--- config.mk ---
export PLATFORM = sky130hd
export DESIGN_NAME = apb_wait_slave
export DESIGN_NICKNAME = d
export VERILOG_FILES = /design/src/rtl/apb_wait_slave.sv
export SDC_FILE = /design/constraint.sdc
export NUM_CORES = 1
export LEC_CHECK = 0
export ABC_AREA = 1
export CAP_MARGIN = 20
export CORE_ASPECT_RATIO = 0.7
export CORE_MARGIN = 1
export CORE_UTILIZATION = 35
export CTS_BUF_LIST = sky130_fd_sc_hd__clkbuf_16
export DETAILED_ROUTE_END_ITERATION = 6
export PLACE_DENSITY = 0.55
export SYNTH_ARGS = -nofsm -noshare
export SYNTH_HDL_FRONTEND = slang
export SYNTH_SLANG_ARGS = --single-unit
--- constraint.sdc ---
create_clock -name pclk -period 2.9 [get_ports pclk]
set_input_delay 0.58 -clock pclk [delete_from_list [all_inputs] [get_ports pclk]]
set_output_delay 0.58 -clock pclk [all_outputs]
set_load 0.02 [all_outputs]
--- src/rtl/apb_wait_slave.sv ---
// APB slave with a byte-wide register file and a fixed number of wait states per transfer.
// Outputs are registered and decoded from state; out-of-range addresses answer with pslverr.
module apb_wait_slave #(
  parameter int ADDR_W      = 8,
  parameter int DATA_W      = 8,
  parameter int DEPTH       = 64,
  parameter int WAIT_STATES = 2
) (
  input  logic              pclk,
  input  logic              presetn,
  input  logic              psel,
  input  logic              penable,
  input  logic              pwrite,
  input  logic [ADDR_W-1:0] paddr,
  input  logic [DATA_W-1:0] pwdata,
  output logic [DATA_W-1:0] prdata,
  output logic              pready,
  output logic              pslverr,
  output logic [7:0]        err_count
);

  localparam int                IDX_W    = (DEPTH > 1) ? $clog2(DEPTH) : 1;
  localparam logic [ADDR_W:0]   DEPTH_C  = (ADDR_W+1)'(DEPTH);
  localparam logic [3:0]        CNT_INIT = 4'(WAIT_STATES);

  typedef enum logic [1:0] {S_IDLE, S_WAIT, S_ACCESS} state_e;

  state_e              state_q, state_d;
  logic [3:0]          cnt_q, cnt_d;
  logic [ADDR_W-1:0]   addr_q, addr_d;
  logic [DATA_W-1:0]   wdata_q, wdata_d;
  logic                write_q, write_d;
  logic                pready_q, pready_d;
  logic                pslverr_q, pslverr_d;
  logic [DATA_W-1:0]   prdata_q, prdata_d;
  logic [7:0]          err_count_q, err_count_d;
  logic [DATA_W-1:0]   mem_q [DEPTH];

  logic                mem_we;
  logic                enter_acc;
  logic                acc_err;
  logic                acc_write;
  logic [ADDR_W-1:0]   acc_addr;

  always_comb begin
    state_d     = state_q;
    cnt_d       = cnt_q;
    addr_d      = addr_q;
    wdata_d     = wdata_q;
    write_d     = write_q;
    err_count_d = err_count_q;
    pready_d    = 1'b0;
    pslverr_d   = 1'b0;
    prdata_d    = '0;
    mem_we      = 1'b0;
    enter_acc   = 1'b0;
    acc_addr    = addr_q;
    acc_write   = write_q;

    unique case (state_q)
      S_IDLE: begin
        if (psel && !penable) begin
          addr_d    = paddr;
          write_d   = pwrite;
          wdata_d   = pwdata;
          acc_addr  = paddr;
          acc_write = pwrite;
          if (WAIT_STATES == 0) begin
            enter_acc = 1'b1;
          end else begin
            state_d = S_WAIT;
            cnt_d   = CNT_INIT;
          end
        end
      end
      S_WAIT: begin
        if (!psel) begin
          state_d = S_IDLE;
          cnt_d   = '0;
        end else if (cnt_q <= 4'd1) begin
          enter_acc = 1'b1;
          cnt_d     = '0;
        end else begin
          cnt_d = cnt_q - 4'd1;
        end
      end
      S_ACCESS: begin
        state_d = S_IDLE;
        // A deselected access phase is an abort: no commit, no error accounting.
        if (psel) begin
          mem_we = write_q && penable && !pslverr_q;
          if (pslverr_q && err_count_q != 8'hFF) err_count_d = err_count_q + 8'd1;
        end
      end
      default: state_d = S_IDLE;
    endcase

    acc_err = ({1'b0, acc_addr} >= DEPTH_C);
    // Response is precomputed on the edge that enters ACCESS so outputs stay registered.
    if (enter_acc) begin
      state_d   = S_ACCESS;
      pready_d  = 1'b1;
      pslverr_d = acc_err;
      if (!acc_write && !acc_err) prdata_d = mem_q[acc_addr[IDX_W-1:0]];
    end
  end

  always_ff @(posedge pclk) begin
    if (!presetn) begin
      state_q     <= S_IDLE;
      cnt_q       <= '0;
      addr_q      <= '0;
      wdata_q     <= '0;
      write_q     <= 1'b0;
      pready_q    <= 1'b0;
      pslverr_q   <= 1'b0;
      prdata_q    <= '0;
      err_count_q <= '0;
      for (int i = 0; i < DEPTH; i++) mem_q[i] <= '0;
    end else begin
      state_q     <= state_d;
      cnt_q       <= cnt_d;
      addr_q      <= addr_d;
      wdata_q     <= wdata_d;
      write_q     <= write_d;
      pready_q    <= pready_d;
      pslverr_q   <= pslverr_d;
      prdata_q    <= prdata_d;
      err_count_q <= err_count_d;
      if (mem_we) mem_q[addr_q[IDX_W-1:0]] <= wdata_q;
    end
  end

  assign pready    = pready_q;
  assign pslverr   = pslverr_q;
  assign prdata    = prdata_q;
  assign err_count = err_count_q;

endmodule
After elaboration in Yosys (flattened, before gate mapping) --
Memory sizes are Yosys's and may differ from the RTL's. A register that Yosys moved wholly into a read port is not among the register bits. Index checks and enable logic that the tools add are counted.
Storage, ports and cells: memories kept 1, bits of input ports 21, word-level logic and storage cells 68, bits in writable memories 512, output and inout bits 18, register bits after elaboration 33
Memories:
- mem_q | words 64, bits a word 8, read ports 1, clocked after Yosys merged registers in 1, wr ports 64, RTL line 37 | logic [DATA_W-1:0] mem_q [DEPTH];
Operators by class: bitwise logic cells 1, equal/unequal tests 7, muxes and demuxes 25, reduce and logical (&&, ||, !) cells 21, magnitude comparators 2, add/sub/neg operators 2
Operator list (count):
- $mux 8 | 3
- $mux 1 | 13
- $mux 4 | 3
- $reduce_and 2->1 | 5
- $add 8x1->8 const B | 1
- $ge 8x7->1 const B | 1
- $ne 8x8->1 const B | 1
- $pmux 4 s2 | 1
- $reduce_or 8->1 | 1
- $mux 2 | 3
- $mux 6 | 1
- $ne 3x3->1 const B | 2
- $reduce_and 3->1 | 2
- $logic_and 1x1->1 | 5
- $logic_not 1->1 | 5
- $le 4x1->1 const B | 1
- $ne 2x2->1 const B | 2
- $pmux 2 s2 | 1
- $sub 4x1->4 const B | 1
- $eq 2x1->1 const B | 1
- $eq 2x2->1 const B | 1
- $logic_not 2->1 | 1
- $reduce_bool 2->1 | 1
- $reduce_or 2->1 | 1
- $not 1->1 | 1

Depth between registers and ports, before layout --
word-level depth 9, mapped depth 14

Least setup slack after synthesis --
Ideal clock, no wire load.
path kind input port to flip-flop, from input port psel, to memory mem_q[37][0] (enable), slack 0.800 ns, stages 6, path buffers 0, library setup time 0.329 ns, arrival time 1.771 ns, path through inv_2 -> nor3_1 -> nand2_1 -> nor2_1 -> nand2_1 -> nand2_1
RTL lines:
- from (decl) | RTL line 11 | input logic psel,
- to (decl) | RTL line 37

Worst setup path in the final report --
from input port psel, to register prdata_q[5], in the netlist prdata[5] (read register of mem_q)
On the way: word-level cells in the longest chain between the ends 8, elaborated cells on any way between the ends 13, those cells by class order compare (1); mux (6); reduce/logical (6)
RTL lines:
- $logic_and 1x1->1 | RTL line 62 | if (psel && !penable) begin
- $mux 8 | RTL line 62
- $mux 8 | RTL line 60 | unique case (state_q)
- $ge 8x7->1 | RTL line 98 | acc_err = ({1'b0, acc_addr} >= DEPTH_C);
- $logic_not 1->1 | RTL line 104 | if (!acc_write && !acc_err) prdata_d = mem_q[acc_addr[IDX_W-1:0]];
- $logic_and 1x1->1 | RTL line 104
- $reduce_and 3->1 (no line)
- $logic_not 1->1 (no line)
- to (decl) | RTL line 35 | logic [DATA_W-1:0] prdata_q, prdata_d;
Several ways; a longest one is shown, not always the timed one. A chain may end at the register's enable or synchronous reset.

==> results.cfg <==
[outcome]
status = finished, final reports clean

[logic_synthesis]
synth_xor_area_frac = 0.000328
ys_seq_area_frac = 0.607
synth_cells = 3059
synth_top_family_by_area = simple AND/OR/NAND/NOR gates
synthesis.nets = 3083
synthFlopType = edfxtp_1
synthAdderAreaFrac = 0.00141
synth_edf_count = 512
yosysMostFrequentCell = nand2_1
synth_area_leader_cell = edfxtp_1
async_flop_share = 0
muxShareOfSynthArea = 0.000751
synth_cell_types = 30
synth_compound_area_frac = 0.0123
synth.area.top_cells = edfxtp_1 58%, nand3_1 10%, nand2_1 8.7%
avgSynthCellArea_um2 = 8.72
ys_seq_elements = 553
ys.warnings.count = 0
netlist_area_um2 = 26700
synthTopCellsByCount = 619 x nand2_1, 544 x nand3_1, 542 x nor2_1
yosys.area_share.simple = 0.273
synth_top_area_share = 0.577

[cts]
post_cts_buffers = 0
cts_root_buf = clkbuf_16
cts_resized = 0
cts_hold_buf = 0
cts_sinks = 553
insertion_delay_ns = 0.63
clk_pin_slew_ns = 0.06
cts_tree = yes
cts_buffers = 55
cts_htree_levels = 2
clock_path_buffers = 3

[pwr]
power_mw = 18.6
peakVddDrop_mv = 0.409
p_leak_nw = 13.4
pwr_density_cell_nw_per_um2 = 582

[final_layout]
drive_gt1_frac = 0.110
fin_cells = 4265
antenna-diode-count = 0
postLayoutCoreUtil = 0.425
areaGrowthSynthToFinish_pct = 20.0
nets = 3256
final.fill_count = 7426

[detailed_routing]
totalWireLength_um = 81000
route.vias.total = 20912
drtIter0Drc = 2340
drtPass1Iterations = 6
drc_errors = 0
ant_nets = 0
wl_per_cell_um = 19.0
viasPerCell = 4.90

[floorplanning]
ios = 39
rows = 84
die_width_um = 332
die_area_um2 = 77300
core_area_um2 = 75300
start_util = 0.354
die_y_um = 233

[place]
dpl.cell_count = 4164
gp_congestion = 0.931
io_buffer_count = 38
dpl.hpwl_um = 54100

[global_routing]
grt_max_degree = 83
grt_util_all_layers = 0.210
grt_pass1_vias = 19608
antenna_found_initial = 3
grt_pass1_wl_um = 122000
overflow = 0

[worst_setup_path]
path_max_fanout = 40
critical_path_required_ns = 3.40
startpoint_type = input pin
crit_type = in -> reg
end_kind = register
crit_arrival_ns = 3.11

[timing]
finClkSkew_ns = 0.0287
finalCriticalPeriod_ns = 2.61
relSlewSlack = 0.488
fin_hold_ws_ns = 0.474
hold_viol_final = 0
period_share = 0.898
setup_violations = 0
setup_tns_ns = 0
fmax_ghz = 0.384
tightest_slew_ns = 0.768
drv_slew = 0
rsz0062_at_grt = no

[job]
drv_cap = 0

[hold_path]
min_path_type = reg -> reg
[state kept, by name, summed over array words and instances, names as in the netlist]
name	count
mem_q	512
addr_q	8
err_count	8
prdata	8
wdata_q	8
cnt_q	4
state_q	2
pready	1
pslverr	1
write_q	1
[worst max-delay path, cell delays in order]
cell and delay, ns:
clkdlybuf4s50_1 0.47, inv_2 0.05, nor2_4 0.17, nand2_4 0.11
buf_4 0.16, nand2_4 0.08, nand2_8 0.09, buf_12 0.17
buf_12 0.18, o211ai_1 0.22, nand3_1 0.13, nand3_1 0.10
nand3_1 0.25, nand3_1 0.24, a21oi_1 0.08
[cell usage in the layout, fill, tap and decap left out, types with 2 or more instances in the layout]
cell type / instances
a211oi_1: 3
a21oi_1: 25
buf_12: 68
buf_4: 192
bufinv_16: 3
clkbuf_16: 57
clkdlybuf4s50_1: 37
clkinv_1: 8
clkinv_2: 18
dfxtp_1: 41
edfxtp_1: 512
ha_1: 3
inv_1: 542
inv_2: 3
mux2i_1: 2
nand2_1: 618
nand2_4: 3
nand2_8: 2
nand3_1: 544
nand3_2: 2
nor2_1: 542
nor2_4: 2
nor3_1: 9
nor3_2: 2
nor3b_1: 2
o211ai_1: 8
o21ai_0: 17
o21ai_2: 2
o21ai_4: 2
[where the power goes]
part | total [mW] | switching [mW] | internal, mW
registers | 9.02 | 0.0808 | 8.94
logic | 2.64 | 1.77 | 0.873
clock network | 6.97 | 3.18 | 3.80
total | 18.6 | 5.02 | 13.6
[per-layer routing]
layer | global-route usage | vias to the layer above | part of all wire
met5 | 0 | - | 0
li1 | - | 10061 | -
met3 | 0.0594 | 98 | 0.11
met2 | 0.280 | 765 | 0.39
met1 | 0.326 | 9988 | 0.49
met4 | 0.0525 | 0 | 0.020
[final timing paths]
path | slack (ns) | start | endpoint | depth (start not counted)
worst min register to register | 0.47 | err_count[5]$_SDFFE_PN0P_ | err_count[5]$_SDFFE_PN0P_ | 2
worst min-delay path | 0.47 | err_count[5]$_SDFFE_PN0P_ | err_count[5]$_SDFFE_PN0P_ | 2
worst max register to register | 0.42 | state_q[1]$_SDFFE_PN0P_ | prdata[5]$_SDFF_PN0_ | 13
worst max-delay path | 0.29 | psel | prdata[5]$_SDFF_PN0_ | 15
[through the flow]
stage          instance area (um2)  worst slack (ns)
2_1_floorplan                26700             0.800
3_3_place_gp                 30300            -0.248
3_5_place_dp                 30300            -0.248
4_1_cts                      32000             0.410
5_1_grt                      32000             0.219
6_report                     32000             0.295
[layout make-up]
cell class	count	area, um2	area share
Tap cell	989	1240	0.0387
Multi-Input combinational cell	1793	7710	0.241
Clock inverter	44	267	0.00833
Sequential cell	553	16200	0.506
Clock buffer	57	1430	0.0446
Timing Repair Buffer	297	3170	0.0991
Inverter	532	2010	0.0627
[cells by family after synthesis]
family	after synthesis
AND/OR/NAND/NOR	1729
buffers and inverters	713
flip-flops	553
AO/OA/AOI/OAI	58
adder cells (fa/ha/maj)	3
multiplexers	2
XOR/XNOR	1
(Power assumes the default switching activity.)
